$ cat config.mk
export PLATFORM = sky130hd
export DESIGN_NAME = lb_diverge_monitor
export DESIGN_NICKNAME = d
export VERILOG_FILES = /design/src/rtl/lb_diverge_monitor.sv
export SDC_FILE = /design/constraint.sdc
export NUM_CORES = 1
export LEC_CHECK = 0
export CAP_MARGIN = 20
export CORE_ASPECT_RATIO = 0.75
export CORE_MARGIN = 3
export CORE_UTILIZATION = 36
export DETAILED_ROUTE_END_ITERATION = 10
export PLACE_DENSITY_LB_ADDON = 0.08
export SYNTH_ARGS = -nofsm -noshare
export SYNTH_HDL_FRONTEND = slang
export SYNTH_SLANG_ARGS = --single-unit
$ cat constraint.sdc
create_clock -name clk -period 5.4 [get_ports clk]
set_input_delay 1.62 -clock clk [delete_from_list [all_inputs] [get_ports clk]]
set_output_delay 1.62 -clock clk [all_outputs]
set_load 0.05 [all_outputs]
$ cat src/rtl/lb_diverge_monitor.sv
// lb_diverge_monitor: two-copy load-buffer divergence checker.
// After `start`, waits SETTLE_CYCLES, then compares both copies' load-buffer
// valid/addr/data for WINDOW cycles. It records the first mismatch (kind and
// observe index) in sticky registers and pulses `done` when the window ends.
// Optional feature macro: LB_MON_REGFILE_EN adds the regfile_a/b inputs and
// a sticky regfile_diverge output.
module lb_diverge_monitor #(
  parameter int SETTLE_CYCLES = 2,
  parameter int WINDOW        = 12,
  parameter int CYC_W         = 8
) (
  input  logic             clk,
  input  logic             reset_n,
  input  logic             start,
  input  logic             clear,
  input  logic             lb_valid_a,
  input  logic             lb_valid_b,
  input  logic [31:0]      lb_addr_a,
  input  logic [31:0]      lb_addr_b,
  input  logic [31:0]      lb_data_a,
  input  logic [31:0]      lb_data_b,
`ifdef LB_MON_REGFILE_EN
  input  logic [1023:0]    regfile_a,
  input  logic [1023:0]    regfile_b,
  output logic             regfile_diverge,
`endif
  output logic             busy,
  output logic             done,
  output logic             diverge,
  output logic [1:0]       diverge_kind,
  output logic [CYC_W-1:0] diverge_cycle
);

  typedef enum logic [1:0] {
    IDLE    = 2'd0,
    SETTLE  = 2'd1,
    OBSERVE = 2'd2,
    DONE    = 2'd3
  } state_t;

  // Mismatch classes reported on diverge_kind.
  localparam logic [1:0] K_NONE  = 2'd0;
  localparam logic [1:0] K_VALID = 2'd1;
  localparam logic [1:0] K_ADDR  = 2'd2;
  localparam logic [1:0] K_DATA  = 2'd3;

  // Terminal counts; SETTLE_LAST is unused when SETTLE_CYCLES==0 because
  // SETTLE is skipped entirely in that case.
  localparam logic [CYC_W-1:0] SETTLE_LAST = CYC_W'(SETTLE_CYCLES - 1);
  localparam logic [CYC_W-1:0] WIN_LAST    = CYC_W'(WINDOW - 1);

  state_t           state_q, state_d;
  logic [CYC_W-1:0] cnt_q, cnt_d;
  logic             div_q, div_d;
  logic [1:0]       kind_q, kind_d;
  logic [CYC_W-1:0] cyc_q, cyc_d;
  logic [1:0]       mm_kind;
`ifdef LB_MON_REGFILE_EN
  logic             rf_q, rf_d;
  logic             rf_ne;
`endif

  // Classify this cycle's inputs; valid mismatch outranks addr outranks data,
  // and addr/data are don't-care while both copies are invalid.
  always_comb begin
    mm_kind = K_NONE;
    if (lb_valid_a != lb_valid_b)                mm_kind = K_VALID;
    else if (lb_valid_a && lb_addr_a != lb_addr_b) mm_kind = K_ADDR;
    else if (lb_valid_a && lb_data_a != lb_data_b) mm_kind = K_DATA;
  end

`ifdef LB_MON_REGFILE_EN
  // Full-width regfile compare; only consulted while observing.
  assign rf_ne = (regfile_a != regfile_b);
`endif

  // Next-state, counter and sticky-result logic; clear overrides everything.
  always_comb begin
    state_d = state_q;
    cnt_d   = cnt_q;
    div_d   = div_q;
    kind_d  = kind_q;
    cyc_d   = cyc_q;
`ifdef LB_MON_REGFILE_EN
    rf_d    = rf_q;
`endif
    if (clear) begin
      state_d = IDLE;
      cnt_d   = '0;
      div_d   = 1'b0;
      kind_d  = K_NONE;
      cyc_d   = '0;
`ifdef LB_MON_REGFILE_EN
      rf_d    = 1'b0;
`endif
    end else begin
      case (state_q)
        IDLE: begin
          if (start) begin
            cnt_d   = '0;
            div_d   = 1'b0;
            kind_d  = K_NONE;
            cyc_d   = '0;
`ifdef LB_MON_REGFILE_EN
            rf_d    = 1'b0;
`endif
            state_d = (SETTLE_CYCLES == 0) ? OBSERVE : SETTLE;
          end
        end
        SETTLE: begin
          if (cnt_q == SETTLE_LAST) begin
            state_d = OBSERVE;
            cnt_d   = '0;
          end else begin
            cnt_d = cnt_q + 1'b1;
          end
        end
        OBSERVE: begin
          // Only the first mismatch is captured; later ones leave it intact.
          if (mm_kind != K_NONE && !div_q) begin
            div_d  = 1'b1;
            kind_d = mm_kind;
            cyc_d  = cnt_q;
          end
`ifdef LB_MON_REGFILE_EN
          if (rf_ne) rf_d = 1'b1;
`endif
          if (cnt_q == WIN_LAST) begin
            state_d = DONE;
            cnt_d   = '0;
          end else begin
            cnt_d = cnt_q + 1'b1;
          end
        end
        DONE: begin
          state_d = IDLE;
        end
        default: begin
          state_d = IDLE;
        end
      endcase
    end
  end

  // State, counter and result registers.
  always_ff @(posedge clk or negedge reset_n) begin
    if (!reset_n) begin
      state_q <= IDLE;
      cnt_q   <= '0;
      div_q   <= 1'b0;
      kind_q  <= K_NONE;
      cyc_q   <= '0;
`ifdef LB_MON_REGFILE_EN
      rf_q    <= 1'b0;
`endif
    end else begin
      state_q <= state_d;
      cnt_q   <= cnt_d;
      div_q   <= div_d;
      kind_q  <= kind_d;
      cyc_q   <= cyc_d;
`ifdef LB_MON_REGFILE_EN
      rf_q    <= rf_d;
`endif
    end
  end

  assign busy          = (state_q == SETTLE) || (state_q == OBSERVE);
  assign done          = (state_q == DONE);
  assign diverge       = div_q;
  assign diverge_kind  = kind_q;
  assign diverge_cycle = cyc_q;
`ifdef LB_MON_REGFILE_EN
  assign regfile_diverge = rf_q;
`endif

endmodule

==> impl_metrics.csv <==
group,metric,value,unit
synthesis,synth.avg_cell_area,9.37,um2
power_and_ir_drop,power_leakage,1.34,nW
synthesis,async_flop_share,100,%
synthesis,syn_nets,332,
synthesis,yosys_most_used_dff,"dfrtp_1",
critical_path,worstRegToRegCells,8,
clock_network,path_clk_slew,0.07,ns
floorplanning,die_y,67.2,um
critical_path,cp_top_family,"buffers and inverters",
clock_network,hold_buffers,0,
grt,overflow,0,
power_and_ir_drop,sw_frac_of_total,34.6,%
route,vias,1922,
grt,grt_pass1_wl,9.95,mm
clock_network,cts_setup_buffers,0,
grt,grt_max_degree,22,
timing,maxSlewHeadroom,41.4,%
power_and_ir_drop,ir_worst_vdd,299,uV
timing,maxSlewViolCount,0,
floorplanning,die-area,5890,um2
placed_design,placedCellCount,394,
placed_design,hpwl,5.65,mm
route,viasPerCell,4.83,
placed_design,port_buffers,146,
critical_path,startpoint_type,"flip-flop",
critical_path,cpPeakStageDelay,0.81,ns
power_and_ir_drop,power_frac_clock,16.0,%
critical_path,cp-end-kind,"primary output",
synthesis,yosysTopAreaCellShare,29.2,%
critical_path,reg2reg_from,"state_q[0]",
clock_network,cts_root_buffer,"clkbuf_8",
final_layout,final_cells,398,
final_layout,nNetsFinal,482,
route,routed_wl,6.43,mm
clock_network,cts_resized,0,
synthesis,netlist_top_cells_area,"dfrtp_1 29%, xnor2_1 16%, xor2_1 16%",
floorplanning,ios,147,
synthesis,synthesis.area,1800,um2
synthesis,yosys_warnings,0,
final_layout,syn_to_final_growth,87.5,%
timing,hold_viol,0,
power_and_ir_drop,sequentialPowerShare,28.9,%
timing,fin_tns_setup,0,ns
route,drc_errors,0,
critical_path,critPathArrivalTime,1.88,ns
floorplanning,num_rows,21,
critical_path,ff2ff_setup_slack,2.99,ns
final_layout,fin_area,3370,um2
timing,setup_violations,0,
grt,use_met3,4.15,%
synthesis,synth_edf_count,0,
clock_network,cts_buffers,3,
timing,timing.final.crit_period,3.50,ns
clock_network,cts_buffer_depth,2,
timing,period_share,64.8,%
floorplanning,core-area,4620,um2
power_and_ir_drop,power_density,185,nW/um2
outcome,outcome,"finished clean",
clock_network,htreeDepth,1,
synthesis,synth_cells,192,
synthesis,yosys_register_bits,21,
final_layout,layout-drive-gt1-share,3.52,%
power_and_ir_drop,p_comb_share,55.1,%
grt,use_met1,29.0,%
synthesis,netlist.top_cell.by_area,"dfrtp_1",
min_path,hold_start,"diverge_cycle[0]",
critical_path,r2r-end,"cnt_q[7]",
run,maxCapViolations,0,
timing,rsz0062_at_grt,"no",
grt,antenna_found_initial,0,
critical_path,cp_data_required_time,3.78,ns
timing,worstMarginPinSlew,0.876,ns
route,ant_nets,0,
route,drt-initial-drc-count,64,
final_layout,antennaDiodeCount,0,
placed_design,gp_congestion,0.819,
timing,fmax,0.286,GHz
route,wl_per_cell,16.2,um
clock_network,cts_sinks,21,
power_and_ir_drop,power.internal,0.407,mW
clock_network,clk_latency,0.26,ns
min_path,hold_end,"diverge_cycle[0]",
grt,grt-busiest-layer,"met2",
synthesis,synth_cell_type_count,38,
power_and_ir_drop,p_sw,0.215,mW
synthesis,seq_area_frac_synth,29.2,%
synthesis,synth_common_cells,"33 x xnor2_1, 33 x xor2_1, 21 x dfrtp_1",
floorplanning,die-width,87.6,um
grt,grt_use_met2,38.7,%
placed_design,place_area,3330,um2
min_path,holdPathStages,1,
clock_network,tritoncts,"yes",
critical_path,crit_type,"flip-flop to primary output",
critical_path,worstPathMaxFanout,4,
timing,clock_skew,0.00126,ns
floorplanning,initial_core_util,38.9,%
grt,track_usage,22.0,%
critical_path,crit_buf_inv,2,
critical_path,path_cells,"inv_1 > ha_1 > clkdlybuf4s50_1",
min_path,hp-class,"flip-flop to flip-flop",
critical_path,slowest_stage,"clkdlybuf4s50_1",
grt,grt_pass1_vias,1879,
route,drt-pass1-iter-count,6,
==> sequential cells by signal, indices dropped and copies added, names as in the netlist <==
| signal | cells |
|---|---|
| cnt_q | 8 |
| diverge | 1 |
| state_q | 2 |
| diverge_kind | 2 |
| diverge_cycle | 8 |
==> kinds of logic after synthesis <==
group / Yosys count / synth area share (%)
xor gates and xnor gates: 66 / 32.1
DFF: 21 / 29.2
AOI/OAI and AO/OA: 33 / 13.6
buffers and inverters: 7 / 1.95
and+or+nand+nor: 58 / 18.4
adders and majority gates: 6 / 4.17
muxes: 1 / 0.556
==> through the flow <==
stage               utilization [%]  hold slack (ns)  total power, mW  worst slack, ns
floorplan                         -            0.497            0.370             2.19
global placement               71.9            0.483            0.521             1.63
detailed placement             71.9            0.486            0.526             1.66
CTS                            72.9            0.504            0.630             1.89
global route                   72.9            0.522            0.666             1.80
finish                         72.9            0.497            0.622             1.90
==> worst reg2reg max path: cells and delay by family (launching register included) <==
kind	cells	cell delay [ns]
flops	1	0.40
compound gates	2	0.14
fa+ha+maj	1	0.25
buf+inv	1	0.12
simple gates	4	1.42
==> layout make-up <==
cell class,count,area (um2)
fillers,347,1250
well taps,57,71.3
multi-input cells,164,1240
flip-flops and latches,21,526
repair buffers,148,1480
clock inverters,1,5.00
inverters,4,15.0
clock buffers,3,41.3
==> per-layer routing <==
layer | vias up | wire length (um)
li1 | 981 | -
met1 | 866 | 2840
met2 | 69 | 3100
met3 | 6 | 445
met4 | 0 | 43
met5 | - | 0
==> worst max path at each step <==
stage,from,to,slack (ns),cells past startpoint
after detailed placement,lb_addr_b[20],diverge_cycle[1],1.66,7
after CTS,state_q[1],busy,1.89,3
after global routing,lb_data_a[4],diverge_cycle[2],1.80,7
after global placement,lb_addr_b[20],diverge_cycle[3],1.63,7
final,state_q[0],busy,1.90,3
after floorplan,lb_addr_b[30],diverge_cycle[1],2.19,7
==> power by group through the flow <==
| stage | sequential (mW) | clock [mW] | combinational [mW] |
|---|---|---|---|
| 4_1_cts | 0.180 | 0.105 | 0.345 |
| 2_1_floorplan | 0.191 | 0 | 0.179 |
| 3_3_place_gp | 0.183 | 0 | 0.339 |
| 6_report | 0.180 | 0.0996 | 0.343 |
| 3_5_place_dp | 0.183 | 0 | 0.342 |
| 5_1_grt | 0.182 | 0.109 | 0.376 |
==> layout by cell type, fill, tap and decap left out, types with 3 or more instances in the layout <==
master	Yosys	final
clkbuf_8	0	3
nand3_1	3	3
nand2b_1	4	4
clkdlybuf4s50_1	0	146
nor4_1	10	10
nor2_1	8	8
ha_1	6	6
and3_1	3	3
nor2b_1	3	3
dfrtp_1	21	21
xor2_1	33	33
nand2_1	8	8
a22o_1	10	10
nand4_1	10	10
xnor2_1	33	33
inv_1	4	4
o21ai_0	11	11
Power figures use the tool's default switching activity.
